<file path="config.mk">
export PLATFORM = sky130hd
export DESIGN_NAME = sample_ticks_to_midi_note_flat
export DESIGN_NICKNAME = d
export VERILOG_FILES = /design/src/rtl/sample_ticks_to_midi_note_if.sv /design/src/rtl/sample_ticks_to_midi_note.sv /design/src/flat_wrapper.sv
export SDC_FILE = /design/constraint.sdc
export NUM_CORES = 1
export LEC_CHECK = 0
export CAP_MARGIN = 20
export CORE_ASPECT_RATIO = 1.1
export CORE_UTILIZATION = 35
export CTS_CLUSTER_SIZE = 16
export DETAILED_ROUTE_END_ITERATION = 6
export PLACE_DENSITY = 0.61
export REMOVE_ABC_BUFFERS = 1
export SETUP_SLACK_MARGIN = 0.15
export SLEW_MARGIN = 20
export SYNTH_ARGS = -nofsm -noshare
export SYNTH_HDL_FRONTEND = slang
export SYNTH_SLANG_ARGS = --single-unit
</file>
<file path="constraint.sdc">
create_clock -name clk -period 15.5 [get_ports clk]
set_input_delay 1.55 -clock clk [delete_from_list [all_inputs] [get_ports clk]]
set_output_delay 1.55 -clock clk [all_outputs]
set_load 0.02 [all_outputs]
</file>
<file path="src/rtl/sample_ticks_to_midi_note_if.sv">
// Handshake bundle between the period detector, the period-to-note converter and its consumer.
// Both sides follow valid/ready: a transfer happens on a rising edge where valid and ready are both high.
interface sample_ticks_to_midi_note_if #(
  parameter int TICK_W = 24
);
  logic                     in_valid;
  logic                     in_ready;
  logic [TICK_W-1:0]        period_ticks;
  logic                     out_valid;
  logic                     out_ready;
  logic [6:0]               note;
  logic signed [TICK_W:0]   deviation;
  logic                     below_range;
  logic                     above_range;
  logic                     err_zero;

  modport master (
    output in_valid, period_ticks, out_ready,
    input  in_ready, out_valid, note, deviation, below_range, above_range, err_zero
  );

  modport slave (
    input  in_valid, period_ticks, out_ready,
    output in_ready, out_valid, note, deviation, below_range, above_range, err_zero
  );
endinterface

</file>
<file path="src/rtl/sample_ticks_to_midi_note.sv">
// Converts a pitch period in 195.3125 kHz ticks to the nearest MIDI note using a 7-step
// successive-approximation search over a period ROM, one ROM read per cycle.
module sample_ticks_to_midi_note #(
  parameter int TICK_W = 24
) (
  input  logic                          clk,
  input  logic                          reset,
  sample_ticks_to_midi_note_if.slave    io_bus,
  output logic [1:0]                    o_state
);
  typedef enum logic [1:0] {S_IDLE, S_SEARCH, S_NEAR, S_DONE} state_t;

  // T[n] = floor(195312.5 / (440 * 2^((n-69)/12))), strictly decreasing
  localparam int unsigned T_ROM [128] = '{
    23889, 22548, 21282, 20088, 18960, 17896, 16892, 15944, 15049, 14204,
    13407, 12654, 11944, 11274, 10641, 10044,  9480,  8948,  8446,  7972,
     7524,  7102,  6703,  6327,  5972,  5637,  5320,  5022,  4740,  4474,
     4223,  3986,  3762,  3551,  3351,  3163,  2986,  2818,  2660,  2511,
     2370,  2237,  2111,  1993,  1881,  1775,  1675,  1581,  1493,  1409,
     1330,  1255,  1185,  1118,  1055,   996,   940,   887,   837,   790,
      746,   704,   665,   627,   592,   559,   527,   498,   470,   443,
      418,   395,   373,   352,   332,   313,   296,   279,   263,   249,
      235,   221,   209,   197,   186,   176,   166,   156,   148,   139,
      131,   124,   117,   110,   104,    98,    93,    88,    83,    78,
       74,    69,    65,    62,    58,    55,    52,    49,    46,    44,
       41,    39,    37,    34,    32,    31,    29,    27,    26,    24,
       23,    22,    20,    19,    18,    17,    16,    15
  };

  localparam logic [TICK_W-1:0] T_FIRST = TICK_W'(T_ROM[0]);
  localparam logic [TICK_W-1:0] T_LAST  = TICK_W'(T_ROM[127]);

  function automatic logic [TICK_W-1:0] rom_rd(input logic [6:0] idx);
    return TICK_W'(T_ROM[idx]);
  endfunction

  state_t                 r_state, w_state_nxt;
  logic [TICK_W-1:0]      r_p;
  logic [6:0]             r_n;
  logic [2:0]             r_bit;
  logic [TICK_W-1:0]      r_t_lo;
  logic [TICK_W-1:0]      r_t_hi;
  logic                   r_has_hi;
  logic [6:0]             r_note;
  logic signed [TICK_W:0] r_dev;
  logic                   r_below, r_above, r_zero;

  logic [6:0]             w_c;
  logic [TICK_W-1:0]      w_t_c;
  logic                   w_take;
  logic                   w_pick_hi;
  logic [6:0]             w_note;
  logic [TICK_W-1:0]      w_t_sel;
  logic signed [TICK_W:0] w_dev;
  logic                   w_zero, w_below, w_above;

  always_ff @(posedge clk) begin
    if (reset) r_state <= S_IDLE;
    else       r_state <= w_state_nxt;
  end

  always_comb begin
    w_state_nxt = r_state;
    case (r_state)
      S_IDLE:   if (io_bus.in_valid)  w_state_nxt = S_SEARCH;
      S_SEARCH: if (r_bit == 3'd0)    w_state_nxt = S_NEAR;
      S_NEAR:                         w_state_nxt = S_DONE;
      S_DONE:   if (io_bus.out_ready) w_state_nxt = S_IDLE;
      default:                        w_state_nxt = S_IDLE;
    endcase
  end

  assign w_c    = r_n | (7'd1 << r_bit);
  assign w_t_c  = rom_rd(w_c);
  assign w_take = (w_t_c >= r_p);

  // r_t_lo holds T[n] (last accepted probe); r_t_hi holds T[n+1], which is always the last rejected probe.
  always_comb begin
    w_zero    = (r_p == '0);
    w_below   = (r_p > T_FIRST);
    w_above   = !w_zero && (r_p < T_LAST);
    w_pick_hi = r_has_hi && ((r_p - r_t_hi) < (r_t_lo - r_p));
    w_note    = r_n;
    w_t_sel   = r_t_lo;
    if (w_pick_hi) begin
      w_note  = r_n + 7'd1;
      w_t_sel = r_t_hi;
    end
    if (r_p >= T_FIRST) begin
      w_note  = 7'd0;
      w_t_sel = T_FIRST;
    end
    if (r_p <= T_LAST) begin
      w_note  = 7'd127;
      w_t_sel = T_LAST;
    end
    w_dev = $signed({1'b0, r_p}) - $signed({1'b0, w_t_sel});
    if (w_zero) begin
      w_note = 7'd0;
      w_dev  = '0;
    end
  end

  always_ff @(posedge clk) begin
    if (reset) begin
      r_p      <= '0;
      r_n      <= '0;
      r_bit    <= '0;
      r_t_lo   <= '0;
      r_t_hi   <= '0;
      r_has_hi <= 1'b0;
      r_note   <= '0;
      r_dev    <= '0;
      r_below  <= 1'b0;
      r_above  <= 1'b0;
      r_zero   <= 1'b0;
    end else begin
      case (r_state)
        S_IDLE: if (io_bus.in_valid) begin
          r_p      <= io_bus.period_ticks;
          r_n      <= '0;
          r_bit    <= 3'd6;
          r_t_lo   <= T_FIRST;
          r_has_hi <= 1'b0;
          r_below  <= 1'b0;
          r_above  <= 1'b0;
          r_zero   <= 1'b0;
        end
        S_SEARCH: begin
          if (w_take) begin
            r_n    <= w_c;
            r_t_lo <= w_t_c;
          end else begin
            r_t_hi   <= w_t_c;
            r_has_hi <= 1'b1;
          end
          r_bit <= r_bit - 3'd1;
        end
        S_NEAR: begin
          r_note  <= w_note;
          r_dev   <= w_dev;
          r_below <= w_below;
          r_above <= w_above;
          r_zero  <= w_zero;
        end
        default: ;
      endcase
    end
  end

  assign io_bus.in_ready    = (r_state == S_IDLE);
  assign io_bus.out_valid   = (r_state == S_DONE);
  assign io_bus.note        = r_note;
  assign io_bus.deviation   = r_dev;
  assign io_bus.below_range = r_below;
  assign io_bus.above_range = r_above;
  assign io_bus.err_zero    = r_zero;
  assign o_state            = r_state;
endmodule

</file>
<file path="src/flat_wrapper.sv">
// flat-port wrapper written by rule: the top's interface ports become plain ports
module sample_ticks_to_midi_note_flat 
#(
  parameter int TICK_W = 24
)
  (clk, reset, o_state, io_bus_in_valid, io_bus_period_ticks, io_bus_out_ready, io_bus_in_ready, io_bus_out_valid, io_bus_note, io_bus_deviation, io_bus_below_range, io_bus_above_range, io_bus_err_zero);
  sample_ticks_to_midi_note_if #(.TICK_W(TICK_W)) io_bus_i ();
  input  logic clk;
  input  logic reset;
  output logic [1:0] o_state;
  input wire logic [$bits(io_bus_i.in_valid)-1:0] io_bus_in_valid;
  input wire logic [$bits(io_bus_i.period_ticks)-1:0] io_bus_period_ticks;
  input wire logic [$bits(io_bus_i.out_ready)-1:0] io_bus_out_ready;
  output wire logic [$bits(io_bus_i.in_ready)-1:0] io_bus_in_ready;
  output wire logic [$bits(io_bus_i.out_valid)-1:0] io_bus_out_valid;
  output wire logic [$bits(io_bus_i.note)-1:0] io_bus_note;
  output wire logic [$bits(io_bus_i.deviation)-1:0] io_bus_deviation;
  output wire logic [$bits(io_bus_i.below_range)-1:0] io_bus_below_range;
  output wire logic [$bits(io_bus_i.above_range)-1:0] io_bus_above_range;
  output wire logic [$bits(io_bus_i.err_zero)-1:0] io_bus_err_zero;
  assign io_bus_i.in_valid = io_bus_in_valid;
  assign io_bus_i.period_ticks = io_bus_period_ticks;
  assign io_bus_i.out_ready = io_bus_out_ready;
  assign io_bus_in_ready = io_bus_i.in_ready;
  assign io_bus_out_valid = io_bus_i.out_valid;
  assign io_bus_note = io_bus_i.note;
  assign io_bus_deviation = io_bus_i.deviation;
  assign io_bus_below_range = io_bus_i.below_range;
  assign io_bus_above_range = io_bus_i.above_range;
  assign io_bus_err_zero = io_bus_i.err_zero;
  sample_ticks_to_midi_note #(.TICK_W(TICK_W)) u_core (.clk(clk), .reset(reset), .io_bus(io_bus_i), .o_state(o_state));
endmodule
</file>
# Word-level counts from Yosys, hierarchy flattened
# Memories as Yosys holds them, arrays and structs flattened.
# Cells that the tools add are included.
[totals]
regBits = 120
romBits = 4096
elab_cells = 80
mem_count = 1
[memory_table]
columns = ["name", "words", "word_bits", "rd", "rd_clocked_by_memory_dff", "write_ports", "line_no", "rtl"]
rows = [
  ["(no name shown)", 128, 32, 1, 0, 0, "sample_ticks_to_midi_note.sv:34", "return TICK_W'(T_ROM[idx]);"],
]
[op_classes]
n_reduce_logical = 15
n_eq_ne = 8
bitwise = 3
n_shift = 1
n_mux = 28
magnitude_cmp = 7
n_addsub = 5
[op_table]
columns = ["op", "n"]
rows = [
  ["$mux W24", 7],
  ["$pmux W24 S2", 1],
  ["$sub A24 B24 Y24", 2],
  ["$mux W7", 6],
  ["$mux W25", 1],
  ["$sub A24 B24 Y25", 1],
  ["$ge A24 B15 Y1 const B", 1],
  ["$ge A24 B24 Y1", 1],
  ["$gt A24 B15 Y1 const B", 1],
  ["$le A24 B4 Y1 const B", 1],
  ["$logic_not A24 Y1", 1],
  ["$lt A24 B24 Y1", 1],
  ["$lt A24 B4 Y1 const B", 1],
  ["$pmux W7 S2", 1],
  ["$reduce_and A3 Y1", 3],
  ["$ge A8 B8 Y1 const B", 1],
  ["$not A7 Y8", 1],
  ["$pmux W1 S2", 4],
  ["$pmux W2 S4", 1],
  ["$reduce_and A2 Y1", 4],
  ["$add A7 B1 Y7 const B", 1],
  ["$or A7 B7 Y7", 1],
  ["$shl A1 B3 Y7 const A", 1],
  ["$mux W2", 3],
  ["14 further kinds", 21],
]

# Longest topological paths before layout
# Gate-level depths: netlist of run 1.
[depth]
word_depth = 9
ltp_mapped = 31
ltp_nobuf = 30

# Worst setup path before layout of run 1
# Ideal clock, no wire load.
[synth_path]
path_type = "reg-to-reg"
startpoint = "register u_core.r_p[0]"
endpoint = "register u_core.r_dev[16], in the netlist u_core.io_bus.deviation[16]"
t_arrival_ns = 6.378
stages_incl_launch_ff = 31
path_slack_ns = 9.000
required_time_ns = 15.378
n_path_buf = 1
setup_time_ns = 0.122
path_cell_list = "dfxtp_1 -> inv_1 -> ha_1 -> inv_1 -> fa_1 -> a21oi_1 -> o211ai_1 -> o41ai_1 -> o211a_1 -> a21oi_1 -> a21o_1 -> a21oi_1 -> xnor2_1 -> ha_1 -> a21oi_1 -> a21boi_0 -> o31ai_1 -> o211ai_1 -> nor2_1 -> clkbuf_1 -> o211ai_1 -> ha_1 -> fa_1 -> nand2b_1 -> a21oi_1 -> o311ai_1 -> a31oi_1 -> o41ai_2 -> o21ai_1 -> nor4b_1 -> a311o_1"
[synth_between]
elab_chain_len = 8
word_cells_on_any_way = 12
[synth_rtl]
columns = ["element", "line_no", "rtl"]
rows = [
  ["from (decl)", "sample_ticks_to_midi_note.sv:38", "logic [TICK_W-1:0] r_p;"],
  ["from (signal assigned)", "sample_ticks_to_midi_note.sv:120", "r_p <= io_bus.period_ticks;"],
  ["$sub A24 B24 Y24", "sample_ticks_to_midi_note.sv:82", "w_pick_hi = r_has_hi && ((r_p - r_t_hi) < (r_t_lo - r_p));"],
  ["$lt A24 B24 Y1", "sample_ticks_to_midi_note.sv:82", ""],
  ["$logic_and A1 B1 Y1", "sample_ticks_to_midi_note.sv:82", ""],
  ["$mux W24", "sample_ticks_to_midi_note.sv:85", "if (w_pick_hi) begin"],
  ["$mux W24", "sample_ticks_to_midi_note.sv:89", "if (r_p >= T_FIRST) begin"],
  ["$mux W24", "sample_ticks_to_midi_note.sv:93", "if (r_p <= T_LAST) begin"],
  ["$sub A24 B24 Y25", "sample_ticks_to_midi_note.sv:97", "w_dev = $signed({1'b0, r_p}) - $signed({1'b0, w_t_sel});"],
  ["$mux W25 (*)", "sample_ticks_to_midi_note.sv:98", "if (w_zero) begin"],
  ["to (signal assigned)", "sample_ticks_to_midi_note.sv:141", "r_dev <= w_dev;"],
  ["to (decl)", "sample_ticks_to_midi_note.sv:45", "logic signed [TICK_W:0] r_dev;"],
]
# Every way passes the cells marked *; elsewhere a longest branch is shown, timed or not.
# A chain may end at the register's enable or synchronous reset.

# Worst setup path after layout of run 1
# Same ends and word-level chain as after synthesis.

==> results of run 1 <==
==> sequential cells by signal, summed over array words and instances, names as in the netlist <==
name / flops
u_core.r_t_lo: 15
u_core.io_bus.above_range: 1
u_core.r_n: 7
u_core.io_bus.deviation: 25
u_core.r_bit: 3
u_core.io_bus.note: 7
u_core.io_bus.below_range: 1
u_core.r_t_hi: 15
u_core.r_p: 24
u_core.r_has_hi: 1
u_core.o_state: 2
u_core.io_bus.err_zero: 1
==> how the worst max path moves through the flow <==
stage	startpoint	to	slack [ps]	cells past startpoint
3_5_place_dp	u_core.r_p[0]	u_core.io_bus.deviation[20]	8140	31
5_1_grt	u_core.r_p[0]	u_core.io_bus.deviation[22]	7260	31
2_1_floorplan	u_core.r_p[0]	u_core.io_bus.deviation[16]	8530	30
3_3_place_gp	u_core.r_p[0]	u_core.io_bus.deviation[16]	8330	31
6_report	u_core.r_p[0]	u_core.io_bus.deviation[16]	7960	31
4_1_cts	u_core.r_p[0]	u_core.io_bus.deviation[20]	8080	31
==> power by group through the flow <==
stage               Clock, uW  Combinational [uW]  Sequential (uW)
floorplan                   0                1550              404
global placement            0                2090              405
detailed placement          0                2110              407
CTS                       256                2130              401
global route              268                2390              411
finish                    251                2160              402
==> routing by layer <==
layer	global-route usage [%]	vias to the layer above	wire, um
li1	-	4556	-
met1	29.9	4437	13700
met2	35.8	267	13900
met3	2.47	40	1430
met4	6.21	0	576
met5	0	-	0
==> final cells by class <==
class,instances,area [um^2]
Clock buffer,10,239
Timing Repair Buffer,82,776
Tap cell,352,440
Multi-Input combinational cell,1008,6820
Fill cell,2772,15600
Clock inverter,5,82.6
Inverter,61,229
Sequential cell,102,2040
==> critical path: cells and delay by family (launching register included) <==
family / cells / cell delay [ps]
compound gates: 15 / 3960
fa+ha+maj: 4 / 1300
simple gates: 6 / 1000
buf+inv: 4 / 470
flops: 1 / 380
mux: 1 / 200
xor+xnor: 1 / 90
==> per-stage QoR <==
step | hold WS (ps) | power, uW | instance area [um^2] | utilization [%] | setup slack [ps]
floorplan | 430 | 1950 | 9080 | - | 8530
global placement | 439 | 2500 | 10300 | 39.3 | 8330
detailed placement | 447 | 2520 | 10300 | 39.3 | 8140
CTS | 457 | 2790 | 10600 | 40.5 | 8080
global route | 477 | 3070 | 10600 | 40.5 | 7260
finish | 457 | 2810 | 10600 | 40.5 | 7960
==> cell families after synthesis <==
group / count (synthesis)
compound gates: 395
xor+xnor: 63
fa+ha+maj: 107
buf+inv: 134
flops: 102
mux: 26
simple gates: 417
==> synthesized netlist by cell type, types with 9 or more instances <==
library cell,number
a211oi_1,18
a21o_1,30
a21oi_1,131
a31oi_1,14
buf_2,11
clkbuf_1,54
dfxtp_1,102
ha_1,104
inv_1,57
mux2_2,11
nand2_1,163
nand2b_1,18
nand3_1,33
nand4_1,14
nor2_1,90
nor2b_1,10
nor3_1,33
nor4_1,9
o211ai_1,22
o21a_1,12
o21ai_0,55
o22ai_1,12
o31ai_1,11
xnor2_1,36
xor2_1,27
==> summary.md, run 1 <==
| Metric | Value |
|---|---|
| Status | completed |
| Post-route clock skew | 11.3 ps |
| CTS tree | done |
| Post-CTS setup buffers | 0 |
| Distinct cells, synth | 85 |
| Core area | ~26,000 um^2 |
| Routability congestion estimate | approximately 0.94 |
| Hold Path Sink | u_core.r_t_hi[6] |
| RSZ-0062 raised after global routing | no |
| First-pass GRT wire length | 47.4 mm |
| Final number of max-transition violations | 0 |
| Rel. slew slack | 32.8% |
| I/O pin cnt | 67 |
| FF+latch count, synth | 102 |
| Seq pwr share | 14.3% |
| Rows | 62 |
| Psw | between 1000 and 1500 uW |
| # hold bufs at CTS | 0 |
| Final ANT Viol Nets | 0 |
| IO Port Bufs | 66 |
| Effective utilization at floorplan | 35.9% |
| Final Setup Violations | 0 |
| Placed insts | 1,605 |
| Worst-Margin Slew | 999 ps |
| Max Buffers Root-to-Sink | 2 |
| Drt initial violations | 844 |
| Clock-pin slew on the worst setup and hold paths | 70 ps |
| Wirelength per Cell | 18.3 um |
| Switching share of total power | 52.0% |
| Kind of end point of the critical path | register |
| CP dominant cell by count | a21oi_1 |
| Top FF cell, synth | dfxtp_1 |
| Reg-to-reg endpoint | u_core.io_bus.deviation[16] |
| Worst-case reg-to-reg path depth | 31 |
| Mux share of post-synthesis cell area | 3.73% |
| CP Launch Type | register |
| Share of the synthesized area in the top cell type | 21.7% |
| YS warnings | 0 |
| Fin Setup TNS | 0 ps |
| Synth Area in Compound Gates | 27.7% |
| Number of global-route vias before repair | 8,801 |
| Combinational family with the most area after synthesis | compound AO/OA/AOI/OAI gates |
| Synth-to-layout area growth | 13.1% |
| Clk Latency, worst-skew pair | 360 ps |
| H-tree levels | 3 |
| Non-Filler Instances | between 1,500 and 2,000 |
| PostCTS Resize Cnt | 0 |
| Hold Fails Final Rpt | 0 |
| Final worst path period share | between 40% and 50% |
| Area contributors post-synth | dfxtp_1, ha_1, a21oi_1 |
| Maximum clock rate | 133 MHz |
| Initial antenna violation count | 0 |
| Worst min-delay path startpoint | u_core.r_t_hi[6] |
| Post-synth top area cell | dfxtp_1 |
| Chip height | between 150 and 200 um |
| Die W | ~160 um |
| R2R setup slack | 7960 ps |
| Synthesized instance count | between 1,000 and 1,500 |
| Final #Nets | 1,399 |
| Mapped cell area | about 9400 um^2 |
| Hold Crit Depth | 2 |
| Largest net degree at the start of global routing | 46 |
| Commonest non-fill, non-tap cell in the layout | nand2_1 |
| GR Util All Layers | 21.8% |
| Most frequent cells in the layout | nand2_1, a21oi_1, ha_1, dfxtp_1, nor2_1 |
| CP Data Arrival Time | slightly below 8000 ps |
| Post-Synth Simple-Gate Area | about a fifth |
| Ys async rst share | 0% |
| Max-cap violation count | 0 |
| Critical Path RT | 15,750 ps |
| N_diodes | 0 |
| VDD IR max | 0.114 mV |
| PwrDens | ~260 nW/um^2 |
| Clock power frac | 8.9% |
| DRT Pass-1 Iters | 6 |
| DRC | 0 |
| Sink Count | 102 |
| Worst r2r src | u_core.r_p[0] |
| Crit-path max cell delay | 590 ps |
| CTS buffer count | 9 |
| Hold crit path type | register to register |
| Post-synthesis xor/xnor area fraction | about 6% |
| GRT overflow | 0 |
| Power share of the combinational group | about three quarters |
| Vias/cell | approximately 5.7 |
| CTS Root Cell | clkbuf_16 |
| Drt total wl | between 20 and 30 mm |
| Sequential fraction of the synthesis area | 21.7% |
| Mean Syn Cell Area | 7.56 um^2 |
| Synth Area in Adders | around 14% |
| EDFF count, synth | 0 |
| Routed vias | 9,300 |
| LEAKAGE | about 0.0042 uW |
| DP Wirelength | 22.5 mm |
| Crit-path slowest cell | o41ai_1 |
| Maximum fanout along the worst path | 27 |
| Layout cell share with drive strength beyond 1 | under 10% |
| Pint | 1350 uW |
| Post-layout min period | 7540 ps |
| Total die area | 27,500 um^2 |
| Category of the most critical setup path | register to register |
Note: power is estimated with default switching activity, not from simulation.
==> run 2: changes to the inputs <==
--- a/config.mk
+++ b/config.mk
@@ -10,7 +10,7 @@
 export CORE_UTILIZATION = 35
 export CTS_CLUSTER_SIZE = 16
 export DETAILED_ROUTE_END_ITERATION = 6
-export PLACE_DENSITY = 0.61
+export PLACE_DENSITY = 0.63
 export REMOVE_ABC_BUFFERS = 1
 export SETUP_SLACK_MARGIN = 0.15
 export SLEW_MARGIN = 20
==> constraint.sdc (replaced) <==
create_clock -name clk -period 6.7 [get_ports clk]
set_input_delay 0.67 -clock clk [delete_from_list [all_inputs] [get_ports clk]]
set_output_delay 0.67 -clock clk [all_outputs]
set_load 0.02 [all_outputs]
==> run 2 against run 1 <==
Compared with the run above:
- setup slack lost 7700 ps
- final area grew 8.4%
- power grew to 2.5 times the previous value
- critical path depth grew 2
- hold slack lost 2.8 ps
- fmax grew 17%
- combinational power grew to 2.6 times the previous value
- sequential power grew 120%
- largest power group unchanged
- highest routed layer unchanged
==> summary.md, run 2 (synthesis results as in run 1) <==
| Metric | Value |
|---|---|
| Status | completed |
| Final number of max-transition violations | 0 |
| Global Route met2 Usage | 37.4% |
| Worst r2r src | u_core.r_p[0] |
| Largest register FFs | 25 |
| Final #Nets | roughly 1,500 |
| Clk Latency, worst-skew pair | 370 ps |
| Reg-to-reg endpoint | u_core.io_bus.deviation[18] |
| Drt total wl | between 30 and 40 mm |
| DRC | 0 |
| Total die area | 27,500 um^2 |
| CP dominant cell by count | buf_4 |
| Chip height | 174 um |
| R2R setup slack | between 200 and 250 ps |
| GRT overflow | 0 |
| N_diodes | 0 |
| RSZ-0062 raised after global routing | yes |
| Crit-path max cell delay | 370 ps |
| Final setup margin | ~250 ps |
| PwrDens | 616 nW/um^2 |
| Wirelength per Cell | 18.5 um |
| Hold Fails Final Rpt | 0 |
| CTS buffer count | 9 |
| Critical path startpoint | u_core.r_p[0] |
| Crit-path slowest cell | nor4_2 |
| Worst-Margin Slew | 1010 ps |
| Die W | 158 um |
| Worst-case reg-to-reg path depth | 33 |
| Vias/cell | roughly 5.8 |
| Largest net degree at the start of global routing | 46 |
| CP Launch Type | register |
| Met1 usage in global routing | between 30% and 40% |
| Routed vias | 9,813 |
| IO Port Bufs | 66 |
| Final worst path period share | between 90% and 100% |
| Final Setup Violations | 0 |
| Final ANT Viol Nets | 0 |
| Maximum clock rate | 155 MHz |
| Hold crit path type | register to register |
| DRT Pass-1 Iters | 6 |
| Sink Count | 102 |
| Worst Hold Slack | 454 ps |
| DP Wirelength | 23.5 mm |
| Kind of end point of the critical path | register |
| Max-cap violation count | 0 |
| Rel. slew slack | 32.4% |
| Setup crit end | u_core.io_bus.deviation[18] |
| CTS Root Cell | clkbuf_16 |
| Post-route clock skew | approximately 15 ps |
| Effective utilization at floorplan | between 30% and 40% |
| Maximum fanout along the worst path | 6 |
| Max Buffers Root-to-Sink | 2 |
| Drt initial violations | ~790 |
| Global route hottest layer | met2 |
| Design Power | 7110 uW |
| Clock-pin slew on the worst setup and hold paths | 80 ps |
| GR Util All Layers | 22.6% |
| H-tree levels | 3 |
| Initial antenna violation count | 0 |
| Number of global-route vias before repair | approximately 9,000 |
| Met3 Usage GRT | around 2.2% |
| LEAKAGE | 0.00462 uW |
| CTS tree | done |
| Category of the most critical setup path | register to register |
| Commonest non-fill, non-tap cell in the layout | nand2_1 |
| Place WS | -188 ps |
| First-pass GRT wire length | around 49 mm |
| Critical Path RT | 6960 ps |
| Post-layout min period | 6450 ps |
| Synth-to-layout area growth | 22.6% |
| VDD IR max | 0.325 mV |
| Most frequent cells in the layout | nand2_1, a21oi_1, ha_1, dfxtp_1, buf_4 |
| Routability congestion estimate | 0.941 |
| Core area | 26,200 um^2 |
| Layout cell share with drive strength beyond 1 | 15.3% |
| CP Data Arrival Time | 6710 ps |
| Rows | 62 |
| I/O pin cnt | 67 |
[run 2: final cells by class]
| class | instances | area, um^2 |
|---|---|---|
| clock buffers | 10 | 239 |
| clock inverters | 6 | 52.6 |
| fillers | 2679 | 14700 |
| inverters | 61 | 229 |
| multi-input cells | 1008 | 7100 |
| flip-flops and latches | 102 | 2050 |
| well taps | 352 | 440 |
| repair buffers | 163 | 1420 |
[run 2: repair_timing]
action	in CTS	in global routing
setup endpoints to repair	11	14
hold buffers	0	0
pin swaps	25	37
setup buffers	13	9
resized for setup	27	35
[run 2: how the worst min path moves through the flow]
stage                                     start                          end  cells after the start
global route        u_core.io_bus.deviation[17]  u_core.io_bus.deviation[17]                      2
floorplan                     u_core.r_t_hi[10]            u_core.r_t_hi[10]                      2
finish              u_core.io_bus.deviation[17]  u_core.io_bus.deviation[17]                      2
CTS                           u_core.r_t_hi[10]            u_core.r_t_hi[10]                      2
detailed placement  u_core.io_bus.deviation[17]  u_core.io_bus.deviation[17]                      2
global placement    u_core.io_bus.deviation[17]  u_core.io_bus.deviation[17]                      2
[run 2: power breakdown]
part           switching (uW)  total (uW)  internal [uW]
combinational            3260        5680           2420
clock                     267         535            269
sequential                136         893            757
[run 2: metal layers]
layer  vias to the layer above  share of wire (%)
li1                       4714                  -
met1                      4720                 45
met2                       314                 48
met3                        65                5.0
met4                         0                2.9
met5                         -                  0
[run 2: metrics by stage]
step                      setup TNS (ps)  instance area [um^2]  std cells  utilization, %
after floorplan                    -1270                  9080       1171               -
after global routing                   0                 11500       1702            44.0
after detailed placement            -788                 10800       1664            41.0
after global placement              -716                 10800       1664            41.0
final                                  0                 11500       1702            44.0
after CTS                              0                 11300       1693            43.0
[run 2: worst max-delay path, delay by kind of cell, from the launching register on]
family / cells / cell delay [ps]
AO/OA/AOI/OAI: 15 / 2800
XOR/XNOR: 1 / 90
adder cells (fa/ha/maj): 4 / 1070
buffers and inverters: 7 / 910
flip-flops: 1 / 330
multiplexers: 1 / 280
AND/OR/NAND/NOR: 5 / 840
==> run 3: changes to the inputs <==
--- a/config.mk
+++ b/config.mk
@@ -17,3 +17,4 @@
 export SYNTH_ARGS = -nofsm -noshare
 export SYNTH_HDL_FRONTEND = slang
 export SYNTH_SLANG_ARGS = --single-unit
+export TNS_END_PERCENT = 5
==> run 3 against run 2 <==
Compared with the run above:
- combinational power decreased by 1%
- hold slack about the same
- die area is the same
- global-route usage stayed put
- clock power is essentially flat
- power decreased by 0.84%
- wire length hardly changed
- utilization down 0.24 points
- final cell count barely moved
- critical path depth is the same
- register-to-register slack is essentially flat
==> summary.md, run 3 (synthesis results as in run 1) <==
| Metric | Value |
|---|---|
| Design Power | 7050 uW |
| Rel. slew slack | 32.8% |
| DRC | 0 |
| Hold crit path type | register to register |
| I/O pin cnt | between 60 and 70 |
| Most frequent cells in the layout | nand2_1, a21oi_1, ha_1, dfxtp_1, buf_4 |
| Number of global-route vias before repair | 9,240 |
| Largest register FFs | 25 |
| LEAKAGE | approximately 0.0046 uW |
| RSZ-0062 raised after global routing | yes |
| Total die area | 27,500 um^2 |
| CTS Root Cell | clkbuf_16 |
| Drt total wl | 31.4 mm |
| Core area | 26,200 um^2 |
| Vias/cell | 5.77 |
| GR Util All Layers | between 20% and 30% |
| Commonest non-fill, non-tap cell in the layout | nand2_1 |
| Worst-case reg-to-reg path depth | 33 |
| Final Setup Violations | 0 |
| Max-cap violation count | 0 |
| PwrDens | 615 nW/um^2 |
| CP Launch Type | register |
| CP Data Arrival Time | 6710 ps |
| Chip height | approximately 170 um |
| Layout cell share with drive strength beyond 1 | 14.7% |
| Final #Nets | 1,479 |
| Fin Setup TNS | 0 ps |
| Post-route clock skew | 14.2 ps |
| IO Port Bufs | 66 |
| Crit-path slowest cell | nor4_2 |
| CP dominant cell by count | buf_4 |
| Final number of max-transition violations | 0 |
| Crit-path max cell delay | between 300 and 400 ps |
| Final worst path period share | 96.4% |
| Status | completed |
| Synth-to-layout area growth | 21.9% |
| Hold Fails Final Rpt | 0 |
| Post-layout min period | 6460 ps |
| N_diodes | 0 |
| Wirelength per Cell | 18.5 um |
| DRT Pass-1 Iters | 7 |
| Register area | 2050 um^2 |
| Fill cell count | 2,690 |
| H-tree levels | 3 |
| Maximum clock rate | 155 MHz |
| First-pass GRT wire length | 49.2 mm |
| Critical Path RT | roughly 7000 ps |
| Maximum fanout along the worst path | 6 |
| DP Wirelength | 23.5 mm |
| Clk Latency, worst-skew pair | 360 ps |
| Rows | 62 |
| CTS tree | done |
| Max Buffers Root-to-Sink | 2 |
| Final ANT Viol Nets | 0 |
| Initial antenna violation count | 0 |
| Kind of end point of the critical path | register |
| Largest net degree at the start of global routing | 46 |
| Routability congestion estimate | 0.941 |
| Drt initial violations | 710 |
| Worst-Margin Slew | 1000 ps |
| GRT overflow | 0 |
| Sink Count | 102 |
| Category of the most critical setup path | register to register |
| Hold Crit Depth | 2 |
| Effective utilization at floorplan | a little over a third |
| Die W | between 150 and 200 um |
| Clock-pin slew on the worst setup and hold paths | 80 ps |
| CTS buffer count | 9 |
| Routed vias | 9,808 |
| Multi-input logic area | 7060 um^2 |
| VDD IR max | 0.323 mV |
-- run 3: cell type report --
cell class,count,area share [%]
clock buffers,10,2.08
clock inverters,6,0.458
inverters,61,2.00
multi-input cells,1008,61.6
flip-flops and latches,102,17.8
well taps,352,3.84
repair buffers,162,12.2
-- run 3: what timing repair did --
action,in CTS,in global routing
resized for setup,27,22
buffers inserted,13,8
pin swaps,25,31
hold buffers,0,0
endpoints found under the hold margin,0,0
gates cloned,0,0
setup endpoints to repair,11,14
-- run 3: final timing paths --
check	start	endpoint	slack, ps
worst max-delay path	u_core.r_p[0]	u_core.io_bus.deviation[20]	240
worst min-delay path	u_core.io_bus.deviation[17]	u_core.io_bus.deviation[17]	450
worst max register to register	u_core.r_p[0]	u_core.io_bus.deviation[20]	240
worst min register to register	u_core.io_bus.deviation[17]	u_core.io_bus.deviation[17]	450
-- run 3: power by group --
group	switching, uW	total (uW)	internal (uW)
sequential	136	893	757
combinational	3230	5620	2390
clock	264	533	269
total	3630	7050	3410
-- run 3: through the flow --
| stage | worst slack (ps) | std cells | area, um^2 | utilization, % | hold WS (ps) |
|---|---|---|---|---|---|
| floorplan | -273 | 1171 | 9080 | - | 430 |
| global placement | -173 | 1664 | 10800 | 41.0 | 439 |
| detailed placement | -188 | 1664 | 10800 | 41.0 | 443 |
| CTS | 184 | 1693 | 11300 | 43.0 | 459 |
| global route | 9.29 | 1701 | 11500 | 43.7 | 480 |
| finish | 239 | 1701 | 11500 | 43.7 | 454 |
-- run 3: critical path: cells and delay by family, from the launching register on --
kind / cells / cell delay [ps]
flops: 1 / 330
simple gates: 5 / 840
fa+ha+maj: 4 / 1060
compound gates: 15 / 2790
mux: 1 / 280
xor+xnor: 1 / 90
buf+inv: 7 / 920
-- run 3: routing by layer --
layer / vias up / share of wire [%] / GRT usage (%)
li1: 4709 / - / -
met1: 4691 / 45 / 30.2
met2: 346 / 48 / 37.4
met3: 62 / 4.9 / 2.19
met4: 0 / 2.8 / 7.77
met5: - / 0 / 0
